[config.mk]
export PLATFORM = sky130hd
export DESIGN_NAME = rs_bank_flat
export DESIGN_NICKNAME = d
export VERILOG_FILES = /design/src/rtl/rs_bank_pkg.sv /design/src/rtl/rs_bank_if.sv /design/src/rtl/rs_age_matrix.sv /design/src/rtl/rs_bank.sv /design/src/flat_wrapper.sv
export SDC_FILE = /design/constraint.sdc
export NUM_CORES = 1
export LEC_CHECK = 0
export CORE_ASPECT_RATIO = 2
export CORE_UTILIZATION = 40
export CTS_CLUSTER_DIAMETER = 50
export DETAILED_ROUTE_END_ITERATION = 10
export GPL_TIMING_DRIVEN = 0
export MAX_ROUTING_LAYER = met4
export PLACE_DENSITY = 0.62
export SETUP_SLACK_MARGIN = 0.15
export SLEW_MARGIN = 10
export SYNTH_ARGS = -nofsm -noshare
export SYNTH_HDL_FRONTEND = slang
export SYNTH_HIERARCHICAL = 1
export SYNTH_SLANG_ARGS = --single-unit
[constraint.sdc]
create_clock -name clock -period 3.4 [get_ports clock]
set_input_delay 0.68 -clock clock [delete_from_list [all_inputs] [get_ports clock]]
set_output_delay 0.68 -clock clock [all_outputs]
set_load 0.01 [all_outputs]
[src/rtl/rs_bank_pkg.sv]
// Shared types for the reservation-station banks: packet layout, PREG operand, FU classes.
package rs_bank_pkg;

  localparam int unsigned PREG_IDX_W    = 6;
  localparam int unsigned NUM_CDB_PORTS = 2;

  // Default bank depths per functional-unit class.
  localparam int unsigned RS_DEPTH_ALU    = 8;
  localparam int unsigned RS_DEPTH_MULT   = 4;
  localparam int unsigned RS_DEPTH_LOAD   = 8;
  localparam int unsigned RS_DEPTH_STORE  = 8;
  localparam int unsigned RS_DEPTH_BRANCH = 4;

  typedef enum logic [2:0] {
    FuAlu,
    FuMult,
    FuLoad,
    FuStore,
    FuBranch
  } funit_e;

  // Physical register operand: index plus "value available" flag.
  typedef struct packed {
    logic [PREG_IDX_W-1:0] tag;
    logic                  ready;
  } preg_t;

  typedef struct packed {
    funit_e                funit;
    logic [7:0]            op;
    logic [PREG_IDX_W-1:0] dest_tag;
    preg_t                 src1_reg;
    preg_t                 src2_reg;
    logic [15:0]           imm;
  } rs_packet_t;

endpackage

[src/rtl/rs_bank_if.sv]
// Dispatch / CDB / issue bundle between a reservation-station bank and its neighbours.
interface rs_bank_if
  import rs_bank_pkg::*;
#(
  parameter int unsigned DEPTH   = 8,
  parameter int unsigned NUM_CDB = NUM_CDB_PORTS,
  parameter int unsigned TAG_W   = PREG_IDX_W
) ();

  localparam int unsigned CntW = $clog2(DEPTH) + 1;

  logic                            alloc_valid;
  rs_packet_t                      alloc_packet;
  logic                            alloc_ready;
  logic [NUM_CDB-1:0]              cdb_valid;
  logic [NUM_CDB-1:0][TAG_W-1:0]   cdb_tag;
  logic                            issue_valid;
  rs_packet_t                      issue_packet;
  logic                            issue_ready;
  logic [CntW-1:0]                 free_count;
  logic                            full;
  logic                            empty;

  // Dispatch / CDB / FU side.
  modport master (
    output alloc_valid, alloc_packet, cdb_valid, cdb_tag, issue_ready,
    input  alloc_ready, issue_valid, issue_packet, free_count, full, empty
  );

  // Reservation-station bank side.
  modport slave (
    input  alloc_valid, alloc_packet, cdb_valid, cdb_tag, issue_ready,
    output alloc_ready, issue_valid, issue_packet, free_count, full, empty
  );

endinterface

[src/rtl/rs_age_matrix.sv]
// Age matrix: tracks relative order of live entries and picks the oldest candidate.
// older_q[i][j] = 1 means entry j was allocated before entry i and is still live.
module rs_age_matrix #(
  parameter int unsigned DEPTH = 8
) (
  input  logic             clock,
  input  logic             reset,
  input  logic             flush_i,
  input  logic [DEPTH-1:0] alloc_onehot_i,
  input  logic [DEPTH-1:0] free_onehot_i,
  input  logic [DEPTH-1:0] valid_i,
  input  logic [DEPTH-1:0] cand_i,
  output logic [DEPTH-1:0] oldest_onehot_o
);

  logic [DEPTH-1:0][DEPTH-1:0] older_q, older_d;

  // Next matrix: clear columns of freed/reused slots, then stamp the new row.
  always_comb begin
    older_d = older_q;
    for (int i = 0; i < DEPTH; i++) begin
      older_d[i] = older_d[i] & ~(alloc_onehot_i | free_onehot_i);
    end
    for (int i = 0; i < DEPTH; i++) begin
      // An entry leaving this same cycle must not be recorded as older.
      if (alloc_onehot_i[i]) older_d[i] = valid_i & ~free_onehot_i;
    end
    if (flush_i) older_d = '0;
  end

  // Matrix register.
  always_ff @(posedge clock) begin
    if (reset) older_q <= '0;
    else       older_q <= older_d;
  end

  // A candidate wins when no older entry is also a candidate.
  always_comb begin
    oldest_onehot_o = '0;
    for (int i = 0; i < DEPTH; i++) begin
      oldest_onehot_o[i] = cand_i[i] & ~(|(older_q[i] & cand_i));
    end
  end

endmodule

[src/rtl/rs_bank.sv]
// Single-class reservation-station bank: entry storage, CDB wakeup with allocation
// bypass, oldest-ready select over a valid/ready issue handshake, flush and occupancy.
module rs_bank
  import rs_bank_pkg::*;
#(
  parameter int unsigned DEPTH   = 8,
  parameter int unsigned NUM_CDB = NUM_CDB_PORTS,
  // Must equal PREG_IDX_W, the tag width carried inside rs_packet_t.
  parameter int unsigned TAG_W   = PREG_IDX_W
) (
  input  logic   clock,
  input  logic   reset,
  input  logic   flush_i,
  rs_bank_if.slave bus
);

  localparam int unsigned CntW = $clog2(DEPTH) + 1;

  logic [DEPTH-1:0]       valid_q, valid_d;
  rs_packet_t [DEPTH-1:0] pkt_q, pkt_d;
  logic [CntW-1:0]        free_count_q, free_count_d;

  logic [DEPTH-1:0] free_slot_onehot;
  logic [DEPTH-1:0] alloc_onehot;
  logic [DEPTH-1:0] free_onehot;
  logic [DEPTH-1:0] cand;
  logic [DEPTH-1:0] oldest_onehot;
  logic             alloc_ready;
  logic             alloc_fire;
  logic             issue_valid;
  logic             issue_fire;
  rs_packet_t       alloc_pkt;
  rs_packet_t       issue_pkt;

  function automatic logic cdb_hit(input logic [TAG_W-1:0]              tag,
                                   input logic [NUM_CDB-1:0]            vld,
                                   input logic [NUM_CDB-1:0][TAG_W-1:0] tags);
    logic hit;
    hit = 1'b0;
    for (int p = 0; p < NUM_CDB; p++) begin
      hit = hit | (vld[p] & (tags[p] == tag));
    end
    return hit;
  endfunction

  // Lowest-index invalid slot.
  always_comb begin
    free_slot_onehot = '0;
    for (int i = DEPTH - 1; i >= 0; i--) begin
      if (!valid_q[i]) free_slot_onehot = DEPTH'(1) << i;
    end
  end

  // Handshake qualifiers; alloc_ready depends on registered state only.
  always_comb begin
    alloc_ready  = (free_count_q != '0);
    alloc_fire   = bus.alloc_valid & alloc_ready & ~flush_i;
    alloc_onehot = alloc_fire ? free_slot_onehot : '0;
    for (int i = 0; i < DEPTH; i++) begin
      cand[i] = valid_q[i] & pkt_q[i].src1_reg.ready & pkt_q[i].src2_reg.ready;
    end
    issue_valid = (|cand) & ~flush_i;
    issue_fire  = issue_valid & bus.issue_ready;
    free_onehot = issue_fire ? oldest_onehot : '0;
  end

  rs_age_matrix #(
    .DEPTH(DEPTH)
  ) u_age (
    .clock          (clock),
    .reset          (reset),
    .flush_i        (flush_i),
    .alloc_onehot_i (alloc_onehot),
    .free_onehot_i  (free_onehot),
    .valid_i        (valid_q),
    .cand_i         (cand),
    .oldest_onehot_o(oldest_onehot)
  );

  // Incoming packet with same-cycle CDB bypass applied to its sources.
  always_comb begin
    alloc_pkt = bus.alloc_packet;
    if (cdb_hit(alloc_pkt.src1_reg.tag, bus.cdb_valid, bus.cdb_tag)) begin
      alloc_pkt.src1_reg.ready = 1'b1;
    end
    if (cdb_hit(alloc_pkt.src2_reg.tag, bus.cdb_valid, bus.cdb_tag)) begin
      alloc_pkt.src2_reg.ready = 1'b1;
    end
  end

  // Next entry state: wakeup, issue release, allocation, then flush override.
  always_comb begin
    valid_d      = valid_q;
    pkt_d        = pkt_q;
    free_count_d = free_count_q - CntW'(alloc_fire) + CntW'(issue_fire);
    for (int i = 0; i < DEPTH; i++) begin
      if (valid_q[i]) begin
        if (cdb_hit(pkt_q[i].src1_reg.tag, bus.cdb_valid, bus.cdb_tag)) begin
          pkt_d[i].src1_reg.ready = 1'b1;
        end
        if (cdb_hit(pkt_q[i].src2_reg.tag, bus.cdb_valid, bus.cdb_tag)) begin
          pkt_d[i].src2_reg.ready = 1'b1;
        end
      end
    end
    valid_d = valid_d & ~free_onehot;
    for (int i = 0; i < DEPTH; i++) begin
      if (alloc_onehot[i]) begin
        valid_d[i] = 1'b1;
        pkt_d[i]   = alloc_pkt;
      end
    end
    if (flush_i) begin
      valid_d      = '0;
      free_count_d = CntW'(DEPTH);
    end
  end

  // Entry and counter registers.
  always_ff @(posedge clock) begin
    if (reset) begin
      valid_q      <= '0;
      pkt_q        <= '0;
      free_count_q <= CntW'(DEPTH);
    end else begin
      valid_q      <= valid_d;
      pkt_q        <= pkt_d;
      free_count_q <= free_count_d;
    end
  end

  // Issue packet mux driven by the one-hot oldest candidate; zero when none.
  always_comb begin
    issue_pkt = '0;
    for (int i = 0; i < DEPTH; i++) begin
      if (oldest_onehot[i]) issue_pkt = pkt_q[i];
    end
  end

  assign bus.alloc_ready  = alloc_ready;
  assign bus.issue_valid  = issue_valid;
  assign bus.issue_packet = issue_pkt;
  assign bus.free_count   = free_count_q;
  assign bus.full         = (free_count_q == '0);
  assign bus.empty        = (free_count_q == CntW'(DEPTH));

endmodule

[src/flat_wrapper.sv]
// flat-port wrapper written by rule: the top's interface ports become plain ports
module rs_bank_flat import rs_bank_pkg::*;
#(
  parameter int unsigned DEPTH   = 8,
  parameter int unsigned NUM_CDB = NUM_CDB_PORTS,
                                                                     
  parameter int unsigned TAG_W   = PREG_IDX_W
)
  (clock, reset, flush_i, bus_alloc_valid, bus_alloc_packet, bus_cdb_valid, bus_cdb_tag, bus_issue_ready, bus_alloc_ready, bus_issue_valid, bus_issue_packet, bus_free_count, bus_full, bus_empty);
  rs_bank_if #(.DEPTH(DEPTH), .NUM_CDB(NUM_CDB), .TAG_W(TAG_W)) bus_i ();
  input  logic clock;
  input  logic reset;
  input  logic flush_i;
  input wire logic [$bits(bus_i.alloc_valid)-1:0] bus_alloc_valid;
  input wire logic [$bits(bus_i.alloc_packet)-1:0] bus_alloc_packet;
  input wire logic [$bits(bus_i.cdb_valid)-1:0] bus_cdb_valid;
  input wire logic [$bits(bus_i.cdb_tag)-1:0] bus_cdb_tag;
  input wire logic [$bits(bus_i.issue_ready)-1:0] bus_issue_ready;
  output wire logic [$bits(bus_i.alloc_ready)-1:0] bus_alloc_ready;
  output wire logic [$bits(bus_i.issue_valid)-1:0] bus_issue_valid;
  output wire logic [$bits(bus_i.issue_packet)-1:0] bus_issue_packet;
  output wire logic [$bits(bus_i.free_count)-1:0] bus_free_count;
  output wire logic [$bits(bus_i.full)-1:0] bus_full;
  output wire logic [$bits(bus_i.empty)-1:0] bus_empty;
  assign bus_i.alloc_valid = bus_alloc_valid;
  assign bus_i.alloc_packet = bus_alloc_packet;
  assign bus_i.cdb_valid = bus_cdb_valid;
  assign bus_i.cdb_tag = bus_cdb_tag;
  assign bus_i.issue_ready = bus_issue_ready;
  assign bus_alloc_ready = bus_i.alloc_ready;
  assign bus_issue_valid = bus_i.issue_valid;
  assign bus_issue_packet = bus_i.issue_packet;
  assign bus_free_count = bus_i.free_count;
  assign bus_full = bus_i.full;
  assign bus_empty = bus_i.empty;
  rs_bank #(.DEPTH(DEPTH), .NUM_CDB(NUM_CDB), .TAG_W(TAG_W)) u_core (.clock(clock), .reset(reset), .flush_i(flush_i), .bus(bus_i));
endmodule
* After elaboration in Yosys (flattened, before gate mapping)
Cells that the tools add are included. W data, S select, Z words.
Storage, ports and cells: word-level logic and storage cells 352, register bits after elaboration 452
Operators by class: add/subtract/negate cells 2, bitwise gates (word level) 111, reductions and logical operators 52, equality and inequality tests 37, muxes and demuxes 76
Operators with widths (count):
- $mux W47 | 8
- $eq A6 B6 Y1 | 36
- $mux W24 | 8
- $mux W8 | 18
- $and A8 B8 Y8 | 17
- $reduce_or A8 Y1 | 9
- $and A1 B1 Y1 | 64
- $reduce_bool A2 Y1 | 24
- $mux W1 | 42
- $reduce_and A2 Y1 | 16
- $or A1 B1 Y1 | 18
- $not A8 Y8 | 2
- $not A1 Y1 | 9
- $or A8 B8 Y8 | 1
- $add A4 B1 Y4 | 1
- $eq A4 B4 Y1 const B | 1
- $logic_not A4 Y1 | 1
- $reduce_bool A4 Y1 | 1
- $sub A4 B1 Y4 | 1
- $reduce_or A2 Y1 | 1

* Depth between registers and ports, before layout
Gate-level depths: netlist (run 1).
depth after elaboration 14, mapped depth 13, depth with buffers taken out 11

* By module
Netlist (run 1), hierarchy kept.
Modules (own cells, without submodules):
- rs_bank | cells each 2642, seq. area each 7767.4 um^2, area an instance 19771.5 um^2, times used 1
- rs_age_matrix | cells each 319, seq. area each 1281.2 um^2, area an instance 2682.6 um^2, times used 1

* Worst setup path before layout (run 1)
Ideal clock, no wire load.
kind register to output, start reg u_core.valid_q[1], end out bus_issue_packet[36], path slack 0.069 ns, data arrival time 2.651 ns, cell stages (with the launch flop) 14, path buffers 4, cell sequence dfxtp_1 -> buf_6 -> and3_1 -> clkbuf_1 -> a22oi_1 -> nand4b_1 -> nor2_1 -> nor2b_1 -> buf_2 -> clkbuf_1 -> a221oi_1 -> o31ai_1 -> a221oi_1 -> o31ai_1
On the way: cells in the longest elaborated chain, start to end 14
Ends and longest elaborated chain:
- start: declaration | line rs_bank.sv:19 | logic [DEPTH-1:0] valid_q, valid_d;
- start signal: assignment | line rs_bank.sv:126 | valid_q <= valid_d;
- $and A1 B1 Y1 (2 in series) | line rs_bank.sv:60 | cand[i] = valid_q[i] & pkt_q[i].src1_reg.ready & pkt_q[i].src2_reg.ready;
- via u_core.cand[1] | line rs_bank.sv:26 | logic [DEPTH-1:0] cand;
- $and A8 B8 Y8 | line rs_age_matrix.sv:41 | oldest_onehot_o[i] = cand_i[i] & ~(|(older_q[i] & cand_i));
- $reduce_or A8 Y1 | line rs_age_matrix.sv:41
- $not A1 Y1 | line rs_age_matrix.sv:41
- $and A1 B1 Y1 | line rs_age_matrix.sv:41
- via u_core.oldest_onehot[0] | line rs_bank.sv:27 | logic [DEPTH-1:0] oldest_onehot;
- $mux W47 (8 in series) | line rs_bank.sv:136 | if (oldest_onehot[i]) issue_pkt = pkt_q[i];
- end: declaration | line flat_wrapper.sv:21 | output wire logic [$bits(bus_i.issue_packet)-1:0] bus_issue_packet;
The timed path passes the listed nets, and every way through them passes these cells.

* Worst setup path in the final report (run 1)
start reg u_core.valid_q[3], end out bus_issue_packet[35]
Same word-level chain as after synthesis.

==> results of run 1 <==
## cell usage after synthesis (all sizes together) (38+ instances only)
master / instances / share of area (%)
nor2b: 95 / 2.6
a21oi: 468 / 10
a22oi: 80 / 2.7
clkbuf: 158 / 2.7
dfxtp: 452 / 40
xnor2: 113 / 4.4
xor2: 105 / 4.1
nor4: 38 / 1.1
inv: 64 / 1.1
a221oi: 100 / 3.9
o31ai: 94 / 3.1
buf: 148 / 3.6
nand2: 800 / 13
nor2: 106 / 1.8
## metal layers
layer / vias up / track usage, % / wire length, µm
li1: 10400 / - / -
met5: - / - / 0
met2: 1407 / 65.1 / 52900
met4: 0 / 35.2 / 11900
met3: 561 / 7.92 / 8780
met1: 11300 / 38.0 / 35900
## timing repair
item / in CTS / in global routing
pin swaps: 130 / 31
setup buffers: 31 / 16
cloned: 3 / 1
hold endpoints to repair: 0 / 0
endpoints found under the setup margin: 143 / 81
gates resized for setup: 553 / 68
## critical path: cells and delay by family, from the launching register on
family	cells	cell delay, ns
simple gates	4	0.80
buf+inv	5	0.83
flops	1	0.32
compound gates	5	1.03
## metrics by stage
stage                     hold slack (ns)  instance area (µm²)  instances  util [%]  setup TNS, ns
after floorplan                     0.432                22700       2961         -              0
after global placement              0.439                24300       3768      43.8        -221.83
after detailed placement            0.443                24300       3769      43.8        -219.82
after CTS                           0.356                27400       3884      49.5         -33.43
after global routing                0.352                27700       3904      50.1         -39.07
final                               0.353                27700       3904      50.1         -37.50
## cell usage in the layout (no fill, tap or decap), drive strengths merged, types with 11 or more instances in the layout
cell,instances
nand2,800
a21oi,468
dfxtp,452
buf,256
clkbuf,214
xnor2,113
nor2,106
xor2,105
a221oi,100
nor2b,95
o31ai,94
a22oi,80
inv,67
nor4,38
clkdlybuf4s50,14
nand3,14
nand4,14
a41oi,13
and2,11
## area by class of cell
cell class	instances	area (µm²)
plain buffers	304	1990
repair buffers	115	913
flip-flops and latches	452	9080
multi-input cells	2139	13100
inverters	64	240
clock buffers	69	1360
diodes	3	7.51
clock inverters	14	144
fillers	5398	27700
well taps	744	931
## registers in the layout, summed over array words and instances, names as in the netlist
register               count
u_core/bus.free_count      4
u_core/pkt_q             376
u_core/u_age/older_q      64
u_core/valid_q             8
## worst max path at each step
stage                                 to  cells past startpoint  slack (ns)                          from
floorplan           bus_issue_packet[10]                     12        0.16  u_core/valid_q[1]$_SDFF_PP0_
global placement    bus_issue_packet[25]                     13       -2.37  u_core/valid_q[1]$_SDFF_PP0_
detailed placement  bus_issue_packet[25]                     13       -2.33  u_core/valid_q[1]$_SDFF_PP0_
CTS                 bus_issue_packet[25]                     14       -0.86  u_core/valid_q[3]$_SDFF_PP0_
global route        bus_issue_packet[34]                     14       -0.92  u_core/valid_q[1]$_SDFF_PP0_
finish              bus_issue_packet[35]                     14       -0.92  u_core/valid_q[3]$_SDFF_PP0_
## power by group through the flow
stage	clock network, W	logic, W	registers (W)
after floorplan	0	0.000444	0.00548
after global placement	0	0.000723	0.00549
after detailed placement	0	0.000732	0.00549
after CTS	0.00522	0.000738	0.00537
after global routing	0.00545	0.000795	0.00537
final	0.00519	0.000767	0.00537
## cell families after synthesis
logic type      share of synthesized area [%]
buf+inv                                  7.33
xor+xnor                                 8.50
simple gates                             21.5
flops                                    40.3
compound gates                           21.6
mux                                     0.357
fa+ha+maj                               0.423
==> results.tsv, run 1 <==
stage	metric	value	unit
synthesis	avgSynthCellArea	7.58	µm²
die	core_area	55400	µm²
synthesis	async_flop_share	0	%
timing	maxSlewHeadroom	18.0	%
synthesis	synth_seq_cells	452	
die	die_h	337	µm
die	initial_core_util	40.5	%
timing	finalCritPeriodShare	127	%
timing	skew	0.0252	ns
critical_path	rr_worst_depth	11	
final_layout	syn2layout_area_growth	23.5	%
hold_path	worstHoldStart	bus_alloc_packet[12]	
synthesis	seq_area_frac_synth	40.3	%
placed_design	dp_slack	-2.33	ns
drt	dr.pass1.iters	9	
critical_path	worstReg2RegEnd	u_core/pkt_q[0]$_SDFFE_PP0P_	
timing	setup_viol	47	
die	rows	122	
power_and_ir_drop	switching_power	0.00293	W
critical_path	crit_slowest_cell	dfxtp_2	
power_and_ir_drop	clkPwrFrac	45.8	%
drt	post_drt_via_cell_ratio	6.06	
placed_design	gp_congestion	1.08	
hold_path	holdPathStages	3	
cts	tritoncts	yes	
critical_path	path_max_fanout	10	
placed_design	hpwlAfterDp	77500	µm
synthesis	synthDistinctLibCells	51	
drt	ant_nets	0	
critical_path	max_stage_delay	0.32	ns
critical_path	worstReg2RegStart	u_core/bus.free_count[2]$_SDFF_PP0_	
power_and_ir_drop	p_total	0.0113	W
final_layout	fin_nets	3194	
critical_path	r2r_slack	0.25	ns
power_and_ir_drop	p_per_area	409	nW/µm²
power_and_ir_drop	p_leak	9.76	nW
timing	hold_violations	0	
power_and_ir_drop	ir_worst_vdd	0.000322	V
placed_design	portBuffers	63	
cts	numCtsBuffers	45	
global_routing	antenna_found_initial	3	
cts	clk_latency	0.62	ns
critical_path	setup.worst_path.end_class	output pin	
run	maxCapViolCount	0	
drt	wl_per_cell	28.1	µm
timing	setup_slack	-0.918	ns
critical_path	crit_chain	buf_6 > and3_4 > clkbuf_16 > a22oi_2 > nand2_1 > nor2_4 > nor2b_4 > buf_12 > buf_12 > a221oi_1 > o31ai_1 > a221oi_2 > o31ai_2 > buf_2	
critical_path	crit_arrival	3.64	ns
synthesis	netlist_area	22500	µm²
synthesis	syn-num-nets	3034	
timing	finalMaxSlewViolations	0	
run_status	violations	design-rule violations, negative setup slack	
die	pin_count	121	
drt	wirelength	110000	µm
critical_path	crit_type	reg2out	
power_and_ir_drop	switching_share	25.9	%
synthesis	synthFlopType	dfxtp_1	
global_routing	grt_max_degree	20	
power_and_ir_drop	p_int	0.00840	W
cts	clock_path_buffers	3	
die	die-area	57100	µm²
cts	ctsHoldBuffers	0	
critical_path	critPathLaunchType	flop	
timing	max_freq	0.232	GHz
run_status	outcome	finished, violations left	
drt	vias	23700	
synthesis	yosysWarnings	6	
final_layout	drive_gt1_share	19.3	%
timing	rsz0062_at_grt	true	
timing	tightest_slew	1.23	ns
global_routing	grt-ovfl-total	0	
drt	drc	1	
power_and_ir_drop	comb_power_share	6.8	%
hold_path	hp-class	in2reg	
cts	cts_max_level	2	
synthesis	synth_edf_count	0	
synthesis	syn_inst	2961	
timing	min_period	4.32	ns
cts	clkTransAtPathRegs	0.07	ns
cts	cts_root_buffer	clkbuf_16	
global_routing	grt_pass1_wl	155000	µm
critical_path	crit_top_cell	buf_12	
die	die_w	170	µm
global_routing	grtUsageTotal	39.0	%
power_and_ir_drop	seqPwrFrac	47.4	%
cts	cts.sinks	452	
global_routing	grt_pass1_vias	22900	
hold_path	holdPathEnd	u_core/pkt_q[59]$_SDFFE_PP0P_	
drt	first_iter_violations	2254	
critical_path	critPathRequiredTime	2.72	ns
No activity file was read; power rests on OpenSTA's default activity.
==> run 2: changes to the inputs <==
REMOVE_ABC_BUFFERS = 1   (was default)
==> run 2 against run 1 <==
The run ends with negative setup slack left. Global-route usage is 7.2 points lower. Cell count is 4.5% lower. Routed wire length is 17% lower. Maximum frequency is 8.4% higher. Non-clock buffer count is 165 lower. Critical endpoint is now bus_issue_packet[26]. Design area is 0.17% higher. Via count is 4.9% lower. Highest routed layer unchanged. Largest cell class unchanged. Combinational power is 12% lower. Clock skew is 0.0096 ns lower. Critical path depth is 1 lower.
==> results.tsv, run 2 (same netlist as run 1, synthesis figures left out) <==
stage	metric	value	unit	change
critical_path	path_max_fanout	20		+10
die	initial_core_util	40.5	%	unchanged
timing	setup_viol	47		unchanged
drt	vias	22500		-4.9%
hold_path	hp-class	reg2reg		
die	die_w	170	µm	unchanged
die	rows	122		unchanged
final_layout	mostFrequentLayoutCell	nand2_1		
placed_design	placed_cell_area	24100	µm²	-0.76%
power_and_ir_drop	clkPwrFrac	44.0	%	-1.8 points
critical_path	setup.worst_path.end_class	output pin		
timing	rsz0062_at_grt	true		
global_routing	grt-ovfl-total	0		unchanged
hold_path	worstHoldStart	u_core/pkt_q[366]$_SDFFE_PP0P_		
power_and_ir_drop	p_total	0.0108	W	-4.8%
global_routing	grt_pass1_vias	22000		-3.9%
die	die_h	337	µm	unchanged
global_routing	grt_pass1_wl	133000	µm	-14%
cts	clock_path_buffers	3		unchanged
final_layout	fill_cells	5163		-4.4%
timing	finalCritPeriodShare	117	%	-9.9 points
die	core_area	55400	µm²	unchanged
drt	wl_per_cell	24.3	µm	-14%
power_and_ir_drop	switching_share	24.6	%	-1.3 points
final_layout	syn2layout_area_growth	23.7	%	
final_layout	antenna_cells	0		-3
timing	fin_setup_tns	-19.93	ns	+17.58 ns
placed_design	dp_slack	-1.99	ns	+0.342 ns
power_and_ir_drop	switching_power	0.00266	W	-9.4%
power_and_ir_drop	seqPwrFrac	49.8	%	+2.4 points
drt	drc	0		-1
die	pin_count	121		unchanged
final_layout	drive_gt1_share	16.3	%	-3.0 points
final_layout	design_area	27800	µm²	+0.17%
global_routing	antenna_found_initial	1		-2
power_and_ir_drop	ir_worst_vdd	0.000261	V	-19%
drt	dr.pass1.iters	6		-3
critical_path	crit_arrival	3.30	ns	-0.34 ns
drt	ant_nets	0		unchanged
final_layout	largest_register	u_core/pkt_q		
timing	finalMaxSlewViolations	0		unchanged
timing	tightest_slew	1.23	ns	+0.00408 ns
cts	clkTransAtPathRegs	0.06	ns	about the same
final_layout	final_util	50.1	%	+0.084 points
critical_path	startpoint	u_core/valid_q[4]$_SDFF_PP0_		
run_status	outcome	finished, violations left		
drt	wirelength	90600	µm	-17%
critical_path	crit_type	reg2out		
critical_path	critPathRequiredTime	2.72	ns	about the same
cts	cts.sinks	452		unchanged
power_and_ir_drop	p_leak	9.40	nW	-3.8%
drt	post_drt_via_cell_ratio	6.03		-0.43%
timing	min_period	3.98	ns	-0.336 ns
timing	hold_violations	0		unchanged
timing	max_freq	0.251	GHz	+8.4%
final_layout	fin_nets	3033		-5.0%
power_and_ir_drop	p_int	0.00814	W	-3.1%
cts	cts_root_buffer	clkbuf_16		
final_layout	reg_top3	u_core/pkt_q x376, u_core/u_age/older_q x64, u_core/valid_q x8		
global_routing	grt_max_degree	152		+660%
power_and_ir_drop	p_per_area	389	nW/µm²	-4.9%
timing	skew	0.0157	ns	-0.00959 ns
cts	cts_max_level	2		unchanged
cts	clk_latency	0.58	ns	-0.04 ns
timing	maxSlewHeadroom	17.4	%	-0.58 points
cts	tritoncts	yes		
run_status	violations	negative setup slack		
die	die-area	57100	µm²	unchanged
placed_design	portBuffers	120		+90%
power_and_ir_drop	comb_power_share	6.3	%	-0.5 points
critical_path	critPathLaunchType	flop		
timing	setup_slack	-0.582	ns	+0.336 ns
critical_path	worstReg2RegStart	u_core/bus.free_count[2]$_SDFF_PP0_		
placed_design	gp_congestion	0.933		-13%
placed_design	hpwlAfterDp	50900	µm	-34%
final_layout	layout_common_cells	nand2_1 (796), a21oi_1 (467), dfxtp_1 (430)		
cts	numCtsBuffers	43		-4.4%
drt	first_iter_violations	2501		+11%
final_layout	largest_reg_flops	376		unchanged
global_routing	grtUsageTotal	31.8	%	-7.2 points
run	maxCapViolCount	0		unchanged
-- run 2: repair_timing --
item | CTS | global route
gates cloned | 16 | 3
resized for setup | 384 | 96
setup endpoints to repair | 205 | 116
pin swaps | 159 | 67
hold buffers | 0 | 0
setup buffers | 67 | 14
-- run 2: path summary, 6_finish.rpt --
check | slack, ns | endpoint | cells past startpoint
max | -0.58 | bus_issue_packet[26] | 13
min reg2reg | 0.45 | u_core/pkt_q[366]$_SDFFE_PP0P_ | 2
min | 0.45 | u_core/pkt_q[366]$_SDFFE_PP0P_ | 2
max reg2reg | 0.26 | u_core/u_age/older_q[16]$_SDFF_PP0_ | 9
-- run 2: through the flow --
stage	hold WS, ns	cells
floorplan	0.426	2655
global placement	0.437	3519
detailed placement	0.443	3559
CTS	0.452	3712
global route	0.463	3729
finish	0.452	3729
-- run 2: area by class of cell --
class	instances	area (µm²)	area share [%]
multi-input cells	2145	13200	47.6
flip-flops and latches	452	9110	32.8
repair buffers	254	2910	10.5
clock buffers	62	1270	4.57
well taps	744	931	3.35
inverters	64	273	0.982
clock inverters	8	51.3	0.185
-- run 2: power by group through the flow --
stage	combinational (W)	clock (W)	sequential [W]
2_1_floorplan	0.000250	0	0.00548
3_3_place_gp	0.000650	0	0.00549
3_5_place_dp	0.000649	0	0.00549
4_1_cts	0.000658	0.00479	0.00537
5_1_grt	0.000715	0.00499	0.00537
6_report	0.000675	0.00475	0.00537
-- run 2: layer usage --
metal | vias to the layer above | track usage (%) | share of wire (%)
met1 | 10900 | 32.7 | 35
met5 | - | - | 0
met3 | 370 | 5.20 | 7.5
met4 | 0 | 24.2 | 7.6
met2 | 1209 | 54.1 | 50
li1 | 10000 | - | -
-- run 2: critical path, stage by stage, from the launching register on --
cell and delay (ns):
dfxtp_4 0.38, and3_4 0.21, buf_4 0.17, nand2_1 0.14, nand4b_1 0.18, buf_4 0.14
nor2_4 0.03, buf_12 0.16, buf_16 0.17, a21oi_1 0.27, o31ai_4 0.18, a221oi_2 0.33
o31ai_2 0.11, clkdlybuf4s15_2 0.23
